--- src/rtl/cpu5_ifu_pkg.sv ---
// Shared sizes, reset PC and queue-entry type for the cpu5 instruction fetch unit.
package cpu5_ifu_pkg;

    localparam int CPU5_PC_SIZE   = 32;
    localparam int CPU5_INST_SIZE = 32;
    localparam logic [CPU5_PC_SIZE-1:0] CPU5_PC_RESET = 32'h0000_0000;

    typedef struct packed {
        logic [CPU5_PC_SIZE-1:0]   pc;
        logic [CPU5_INST_SIZE-1:0] inst;
    } ifu_entry_t;

    // Instruction addresses are always word aligned.
    function automatic logic [CPU5_PC_SIZE-1:0] align_pc(input logic [CPU5_PC_SIZE-1:0] addr);
        return addr & ~CPU5_PC_SIZE'(3);
    endfunction

endpackage

--- src/rtl/cpu5_ifu_buf.sv ---
// Two-entry FIFO of {pc, inst} between the fetch handshake and decode.
module cpu5_ifu_buf
    import cpu5_ifu_pkg::*;
(
    input  logic                      clk,
    input  logic                      resetn,
    input  logic                      push,
    input  logic [CPU5_PC_SIZE-1:0]   push_pc,
    input  logic [CPU5_INST_SIZE-1:0] push_inst,
    input  logic                      pop,
    input  logic                      flush,
    output logic                      full,
    output logic                      empty,
    output logic [CPU5_PC_SIZE-1:0]   head_pc,
    output logic [CPU5_INST_SIZE-1:0] head_inst
);

    ifu_entry_t mem [2];
    logic       rd_ptr;
    logic       wr_ptr;
    logic [1:0] count;
    logic       do_push;
    logic       do_pop;

    assign full      = (count == 2'd2);
    assign empty     = (count == 2'd0);
    assign do_push   = push & ~full;
    assign do_pop    = pop & ~empty;
    assign head_pc   = mem[rd_ptr].pc;
    assign head_inst = mem[rd_ptr].inst;

    // Flush only rewinds the pointers; stale storage is never visible while empty.
    always_ff @(posedge clk or negedge resetn) begin
        if (!resetn) begin
            mem[0] <= '0;
            mem[1] <= '0;
            rd_ptr <= 1'b0;
            wr_ptr <= 1'b0;
            count  <= 2'd0;
        end else if (flush) begin
            rd_ptr <= 1'b0;
            wr_ptr <= 1'b0;
            count  <= 2'd0;
        end else begin
            if (do_push) begin
                mem[wr_ptr] <= '{pc: push_pc, inst: push_inst};
                wr_ptr      <= ~wr_ptr;
            end
            if (do_pop) begin
                rd_ptr <= ~rd_ptr;
            end
            count <= count + {1'b0, do_push} - {1'b0, do_pop};
        end
    end

endmodule

--- src/rtl/cpu5_ifu.sv ---
// cpu5 instruction fetch unit: fetch PC, credit-limited memory requests,
// in-flight response discard after redirects, and a 2-entry output queue.
module cpu5_ifu
    import cpu5_ifu_pkg::*;
#(
    parameter logic [CPU5_PC_SIZE-1:0] RESET_PC = CPU5_PC_RESET
)
(
    input  logic                      clk,
    input  logic                      resetn,
    input  logic                      redirect_valid,
    input  logic [CPU5_PC_SIZE-1:0]   redirect_pc,
    output logic                      imem_req,
    output logic [CPU5_PC_SIZE-1:0]   imem_addr,
    input  logic                      imem_gnt,
    input  logic                      imem_rvalid,
    input  logic [CPU5_INST_SIZE-1:0] imem_rdata,
    output logic                      inst_valid,
    output logic [CPU5_INST_SIZE-1:0] inst,
    output logic [CPU5_PC_SIZE-1:0]   inst_pc,
    input  logic                      inst_ready
);

    logic [CPU5_PC_SIZE-1:0] fetch_pc;
    logic [CPU5_PC_SIZE-1:0] resp_pc;
    logic [CPU5_PC_SIZE-1:0] target;
    logic [1:0]              outstanding;
    logic [1:0]              discard;
    logic [1:0]              count;
    logic [2:0]              credit_used;
    logic                    full;
    logic                    empty;
    logic                    grant;
    logic                    rsp;
    logic                    push;
    logic                    pop;

    // Every request holds a queue slot, so the queue can never overflow.
    assign count       = {full, ~full & ~empty};
    assign credit_used = {1'b0, outstanding} + {1'b0, count};
    assign imem_req    = resetn & ~redirect_valid & (credit_used < 3'd2);
    assign imem_addr   = fetch_pc;
    assign grant       = imem_req & imem_gnt;
    assign rsp         = imem_rvalid & (outstanding != 2'd0);
    assign push        = rsp & (discard == 2'd0) & ~redirect_valid;
    assign pop         = inst_valid & inst_ready & ~redirect_valid;
    assign target      = align_pc(redirect_pc);
    assign inst_valid  = ~empty;

    // A redirect orphans every request still in flight, minus one retiring now.
    always_ff @(posedge clk or negedge resetn) begin
        if (!resetn) begin
            fetch_pc    <= RESET_PC;
            resp_pc     <= RESET_PC;
            outstanding <= 2'd0;
            discard     <= 2'd0;
        end else if (redirect_valid) begin
            fetch_pc    <= target;
            resp_pc     <= target;
            outstanding <= outstanding - {1'b0, rsp};
            discard     <= outstanding - {1'b0, rsp};
        end else begin
            if (grant) begin
                fetch_pc <= fetch_pc + 32'd4;
            end
            if (push) begin
                resp_pc <= resp_pc + 32'd4;
            end
            outstanding <= outstanding + {1'b0, grant} - {1'b0, rsp};
            if (rsp && (discard != 2'd0)) begin
                discard <= discard - 2'd1;
            end
        end
    end

    cpu5_ifu_buf u_buf (
        .clk       (clk),
        .resetn    (resetn),
        .push      (push),
        .push_pc   (resp_pc),
        .push_inst (imem_rdata),
        .pop       (pop),
        .flush     (redirect_valid),
        .full      (full),
        .empty     (empty),
        .head_pc   (inst_pc),
        .head_inst (inst)
    );

endmodule

--- config.mk ---
export PLATFORM = sky130hd
export DESIGN_NAME = cpu5_ifu
export DESIGN_NICKNAME = d
export VERILOG_FILES = /design/src/rtl/cpu5_ifu_pkg.sv /design/src/rtl/cpu5_ifu_buf.sv /design/src/rtl/cpu5_ifu.sv
export SDC_FILE = /design/constraint.sdc
export NUM_CORES = 1
export LEC_CHECK = 0
export CAP_MARGIN = 15
export CORE_MARGIN = 2
export CORE_UTILIZATION = 25
export CTS_BUF_LIST = sky130_fd_sc_hd__clkbuf_16
export DETAILED_ROUTE_END_ITERATION = 8
export GPL_TIMING_DRIVEN = 0
export PLACE_DENSITY = 0.45
export SLEW_MARGIN = 20
export SYNTH_ARGS = -nofsm -noshare
export SYNTH_HDL_FRONTEND = slang
export SYNTH_HIERARCHICAL = 1
export SYNTH_SLANG_ARGS = --single-unit
--- constraint.sdc ---
create_clock -name clk -period 3.3 [get_ports clk]
set_input_delay 0.495 -clock clk [delete_from_list [all_inputs] [get_ports clk]]
set_output_delay 0.495 -clock clk [all_outputs]
set_load 0.05 [all_outputs]
==> impl_results.md, run 1 <==
- Ys Warns: 6
- Leak Pwr: about 5.3 nW
- Syn-to-layout area delta: 32.4%
- Post-synth EDFFs: 0
- DP HPWL: around 19000 um
- Register area share after synthesis: 52.0%
- Die ar.: 39300 um^2
- Fin util: between 30% and 40%
- Io pins: about 170
- Synth Instances: 767
- Largest net degree at the start of global routing: a little over 80
- Worst-path cell chain: clkbuf_2, clkbuf_2, mux2_2, clkdlybuf4s50_1
- Type of origin of the critical path: flip-flop
- Number of max-cap violations: 0
- Setup CP Type: reg -> out
- RSZ-0062 raised after global routing: false
- Ys async rst share: 100%
- Worst vdd ir: between 300 and 400 uV
- H-tree depth: 4
- DIE HEIGHT: 198 um
- Post-Route WL: around 27000 um
- Number of cell rows: between 70 and 80
- Yosys cell types: 55
- DR pass1 iterations: 5
- First-pass GRT wire length: roughly 41000 um
- Crit path DAT: 2.68 ns
- Reg2Reg Launch Point: u_buf/count[0]
- DR DRC count: 0
- Layout Nets: roughly 1000
- Routed Antenna Nets: 0
- Starting Density: roughly 25%
- Commonest cells after routing, fill and taps aside: dfrtp_1 (196), mux2_2 (190), clkdlybuf4s50_1 (158)
- Final GP Congestion: just over 0.8
- Routed wire length per instance: between 15 and 20 um
- Slowest CP cell: clkdlybuf4s50_1
- Worst Setup End Kind: output pin
- Critical Path RT: about 2.8 ns
- Core area: 37400 um^2
- Worst min-delay path category: reg -> reg
- Achievable Freq: roughly 0.31 GHz
- CP most frequent cell: clkbuf_2
- Vias per std cell: roughly 4.5
- P per Cell Area: 781 nW/um^2
- Synth Flop Type: dfrtp_1
- Worst hold margin: 0.489 ns
- Outcome: complete, no violations
- Diode count: 0
- Leading cell type in the layout, fill and taps excluded: dfrtp_1
- Via count: ~6700
- Die W: ~200 um
- Tot GR Track Use: 13.9%
- Initial antenna violation count: 0
- Worst slew pin tran: roughly 0.96 ns
- Number of DRC markers in iteration 0: between 200 and 300
- Max-slew violations: 0
- Critical Path Max Stage Delay: 0.76 ns
- Mapped cell area: 9430 um^2
- HP Start: u_buf/mem[117]
- Buffers on Ports: approximately 160
- Avg Cell Area, Syn: ~12 um^2
- Slew HR: between 30% and 40%
- Final Hold Vio Count: 0
- Number of synthesized register bits: approximately 200
- Number of global-route vias before repair: between 6000 and 7000
- Layout cells sized above 1: roughly 28%
- Clk_skew: roughly 0.015 ns
- CTS Buffer Depth: 2
- Crit path from: u_buf/rd_ptr
- TritonCTS clock tree: yes
- CP max FO: 10
- CTS root buffer: clkbuf_16
- Post-route minimum period: ~3.2 ns
- Num CTS Buffers: 17
- Overflow after GRT: 0
- Tcrit/Tclk final: a little over nine tenths
- Reg clk slew, reported paths: ~0.080 ns
- # setup viols final: 0
- Clock insertion delay at the later pin of the skew report: 0.45 ns
- Sinks on the clock net: slightly below 200
-- layer usage --
layer	track usage (%)	part of all wire, %	vias up
met3	2.84	5.1	24
li1	-	-	3187
met5	0	0	-
met1	19.8	49	3350
met2	21.2	44	184
met4	4.20	1.7	0
-- cells in the mapped netlist, types with 11 or more instances --
master,instances,area share [%]
nand4_1,20,1.3
dfrtp_1,196,52
xor2_1,25,2.3
o21ai_0,41,2.2
nand3_1,30,1.6
nand2_1,60,2.4
mux2_2,190,23
o211ai_1,17,1.4
o311ai_0,12,1.1
and3_1,13,0.86
xnor2_1,12,1.1
clkbuf_1,15,0.60
nor2_1,19,0.76
inv_1,16,0.64
buf_2,11,0.58
-- cell families after synthesis --
| kind of cell | synth area share, % |
|---|---|
| other | 0.0398 |
| AOI/OAI and AO/OA | 6.64 |
| buffers and inverters | 2.85 |
| xor gates and xnor gates | 3.44 |
| and+or+nand+nor | 10.4 |
| DFF | 52.0 |
| muxes | 23.3 |
| adders and majority gates | 1.27 |
-- what timing repair did --
action / CTS / global route
pin swaps: 1 / 1
resized for setup: 11 / 6
hold buffers: 1 / 0
gates cloned: 0 / 1
setup buffers: 3 / 0
endpoints found under the setup margin: 175 / 54
endpoints found under the hold margin: 36 / 0
-- where the power goes --
part	internal, W	switching [W]
sequential	0.00305	0.000426
clock	0.00107	0.00103
combinational	0.00170	0.00247
total	0.00582	0.00393
-- worst max-delay path: cells and delay by family (launching register included) --
kind     cells  cell delay, ns
buf+inv      3            1.48
mux          1            0.39
flops        1            0.35
-- final timing paths --
| kind | end | slack (ns) | depth (start not counted) |
|---|---|---|---|
| min in group asynchronous | u_buf/mem[11] | 0.56 | 2 |
| hold reg to reg | u_buf/mem[117] | 0.49 | 1 |
| setup reg to reg | outstanding[1] | 0.23 | 14 |
| max in group asynchronous | u_buf/mem[121] | 1.98 | 3 |
| setup / recovery | inst_pc[15] | 0.12 | 4 |
| hold / removal | u_buf/mem[117] | 0.49 | 1 |
-- sequential cells by signal, summed over array words and instances (netlist names) --
signal,cells
discard,2
imem_addr,30
outstanding,2
resp_pc,30
u_buf/count,2
u_buf/mem,128
u_buf/rd_ptr,1
u_buf/wr_ptr,1
-- through the flow --
step	std cells	setup TNS [ns]	power, W	setup WS (ns)	cell area (um^2)
3_5_place_dp	1448	-83.38	0.00773	-0.836	11800
2_1_floorplan	772	-0.0186	0.00632	-0.0186	9490
5_1_grt	1485	0	0.0103	0.000973	12500
3_3_place_gp	1446	-1756.11	0.00770	-7.53	11800
6_report	1485	0	0.00975	0.124	12500
4_1_cts	1484	0	0.00991	0.0254	12400
-- area by class of cell --
cell class | count | area, um^2
repair buffers | 170 | 1760
plain buffers | 36 | 220
fillers | 3786 | 24900
inverters | 17 | 70.1
well taps | 511 | 639
clock buffers | 17 | 425
flip-flops and latches | 196 | 4900
clock inverters | 15 | 149
multi-input cells | 523 | 4310
Note: power is estimated with default switching activity, not from simulation.
==> run 2: changes to the inputs <==
==> constraint.sdc (replaced) <==
create_clock -name clk -period 3.3 [get_ports clk]
set_input_delay 0.33 -clock clk [delete_from_list [all_inputs] [get_ports clk]]
set_output_delay 0.33 -clock clk [all_outputs]
set_load 0.01 [all_outputs]
==> impl_results.md, run 2 (same netlist as run 1, synthesis figures left out) <==
- Net Switching: 0.00254 W (was 0.00393 W)
- Starting Density: 25.2% (unchanged)
- Achievable Freq: 0.312 GHz (was 0.315 GHz)
- Clk_skew: 0.0122 ns (was 0.0151 ns)
- Total power: 0.00831 W (was 0.00975 W)
- Number of max-cap violations: 0 (unchanged)
- Io pins: 168 (unchanged)
- Diode count: 0 (unchanged)
- Num CTS Buffers: 17 (unchanged)
- Pre-CTS WS: -0.650 ns (was -0.836 ns)
- Tcrit/Tclk final: 97.0% (was 96.2%)
- TritonCTS clock tree: yes (unchanged)
- H-tree depth: 4 (unchanged)
- Reg-to-reg endpoint: outstanding[1] (unchanged)
- Commonest cells after routing, fill and taps aside: dfrtp_1 (196), mux2_2 (190), clkdlybuf4s50_1 (162) (was dfrtp_1 (196), mux2_2 (190), clkdlybuf4s50_1 (158))
- Net Sw Frac: 30.6% (was 40.3%)
- Number of DRC markers in iteration 0: 362 (was 285)
- # setup viols final: 0 (unchanged)
- Die ar.: 39300 um^2 (unchanged)
- DP HPWL: 18800 um (was 19100 um)
- Core area: 37400 um^2 (unchanged)
- Routed Antenna Nets: 0 (unchanged)
- Max FFs per register: 128 (unchanged)
- Hold depth: 3 (was 1)
- FF-to-FF setup slack: 0.1 ns (was 0.23 ns)
- Reg2Reg Launch Point: u_buf/count[0] (unchanged)
- Critical Path RT: 3.67 ns (was 2.80 ns)
- Clock insertion delay at the later pin of the skew report: 0.45 ns (about the same)
- HP Start: redirect_pc[26] (was u_buf/mem[117])
- Routed wire length per instance: 17.7 um (was 17.9 um)
- DR DRC count: 0 (unchanged)
- Post-Route WL: 26300 um (was 26600 um)
- Register-to-Register Path Depth: 14 (unchanged)
- Worst min-delay path category: in -> reg (was reg -> reg)
- Buffers on Ports: 163 (unchanged)
- DIE HEIGHT: 198 um (unchanged)
- CP max FO: 10 (unchanged)
- Top reg by flops: u_buf/mem (unchanged)
- Type of origin of the critical path: flip-flop (unchanged)
- Comb power frac: 33.5% (was 42.8%)
- CTS root buffer: clkbuf_16 (unchanged)
- Slew HR: 39.3% (was 35.7%)
- CP bufs+invs: 4 (was 3)
- Outcome: complete, no violations (unchanged)
- RSZ-0062 raised after global routing: true (was false)
- CTS Buffer Depth: 2 (unchanged)
- Number of cell rows: 71 (unchanged)
- Worst vdd ir: 313 uV (was 362 uV)
- Number of global-route vias before repair: 6958 (was 6943)
- P per Cell Area: 665 nW/um^2 (was 781 nW/um^2)
- DR pass1 iterations: 4 (was 5)
- Syn-to-layout area delta: 32.4% (about the same)
- Initial antenna violation count: 0 (unchanged)
- Sinks on the clock net: 196 (unchanged)
- Layout Nets: 1042 (was 1040)
- Critical Path Max Stage Delay: 0.48 ns (was 0.76 ns)
- PnR worst setup slack: 0.0990 ns (was 0.124 ns)
- Sequential power share: 41.9% (was 35.7%)
- Via count: 6698 (was 6745)
- Final GP Congestion: 0.820 (was 0.826)
- First-pass GRT wire length: 41200 um (was 41300 um)
- Largest net degree at the start of global routing: 89 (was 81)
- Tot GR Track Use: 13.8% (was 13.9%)
- Max-slew violations: 0 (unchanged)
- Leading cell type in the layout, fill and taps excluded: dfrtp_1 (unchanged)
- Final Hold Vio Count: 0 (unchanged)
- Leak Pwr: 5.27 nW (was 5.32 nW)
- Internal power: 0.00577 W (was 0.00582 W)
- Crit path DAT: 3.57 ns (was 2.68 ns)
- Post-route minimum period: 3.20 ns (was 3.18 ns)
- Worst slew pin tran: 0.904 ns (was 0.956 ns)
- Reg clk slew, reported paths: 0.08 ns (about the same)
- Worst-path cell chain: nand2b_2, inv_2, nor3_1, fa_1, nor4b_4, and2_4, inv_1, buf_4, ha_1, inv_1, ha_1, xnor2_1, o21ai_1, xor2_1 (was clkbuf_2, clkbuf_2, mux2_2, clkdlybuf4s50_1)
- Layout cells sized above 1: 27.6% (was 28.4%)
- Vias per std cell: 4.50 (was 4.54)
- Overflow after GRT: 0 (unchanged)
- Hold Path End: resp_pc[26] (was u_buf/mem[117])
- Slowest CP cell: fa_1 (was clkdlybuf4s50_1)
- Setup CP Type: reg -> reg (was reg -> out)
- Worst Setup End Kind: flip-flop (was output pin)
- Clock power share: 24.6% (was 21.5%)
- Delay-heaviest family, CP: adder cells (was buffers and inverters)
- Die W: 198 um (unchanged)
-- run 2: tightest hold or removal path: cells and delay by family --
family                 cells  cell delay (ns)
AOI/OAI and AO/OA          1             0.07
buffers and inverters      1             0.40
and+or+nand+nor            1             0.09
-- run 2: layout make-up --
cell class | instances | area, um^2
Clock inverter | 15 | 143
Buffer | 35 | 205
Tap cell | 511 | 639
Multi-Input combinational cell | 523 | 4270
Clock buffer | 17 | 425
Fill cell | 3783 | 24900
Inverter | 17 | 65.1
Timing Repair Buffer | 173 | 1830
Sequential cell | 196 | 4900
-- run 2: per-stage QoR --
stage                     cell area, um^2  TNS (ns)  hold WS, ns  std cells  utilization [%]
after detailed placement            11800    -62.62        0.275       1448             31.5
after CTS                           12500         0        0.467       1487             33.4
after floorplan                      9450         0       0.0344        772                -
after global placement              11700  -1671.47        0.467       1446             31.3
final                               12500         0        0.484       1487             33.4
after global routing                12500   -0.0713        0.487       1487             33.4
-- run 2: worst max-delay path by stage --
stage | startpoint | endpoint | slack, ns | cells past startpoint
3_3_place_gp | resetn | outstanding[1] | -7.55 | 11
4_1_cts | u_buf/count[0] | outstanding[1] | 0.02 | 14
5_1_grt | u_buf/count[0] | outstanding[1] | -0.07 | 14
3_5_place_dp | redirect_valid | u_buf/count[1] | -0.65 | 12
6_report | u_buf/count[0] | outstanding[1] | 0.1 | 14
2_1_floorplan | u_buf/count[0] | outstanding[1] | 0.21 | 14
-- run 2: layer usage --
metal | GRT usage, % | vias to the layer above | wire length [um]
met3 | 3.07 | 23 | 1190
met4 | 4.09 | 0 | 376
met2 | 21.0 | 165 | 11700
li1 | - | 3192 | -
met1 | 19.6 | 3318 | 13000
met5 | 0 | - | 0
-- run 2: power by group through the flow --
stage          Clock, W  Sequential (W)  Combinational [W]
5_1_grt         0.00223         0.00359            0.00303
2_1_floorplan         0         0.00341            0.00149
6_report        0.00205         0.00348            0.00278
3_5_place_dp          0         0.00352            0.00279
3_3_place_gp          0         0.00352            0.00277
4_1_cts         0.00213         0.00348            0.00284
-- run 2: repair_timing --
item | CTS | global route
endpoints found under the setup margin | 108 | 46
gates resized for setup | 3 | 4
endpoints found under the hold margin | 53 | 0
hold buffers | 5 | 0
setup buffers | 3 | 0
pin swaps | 2 | 0
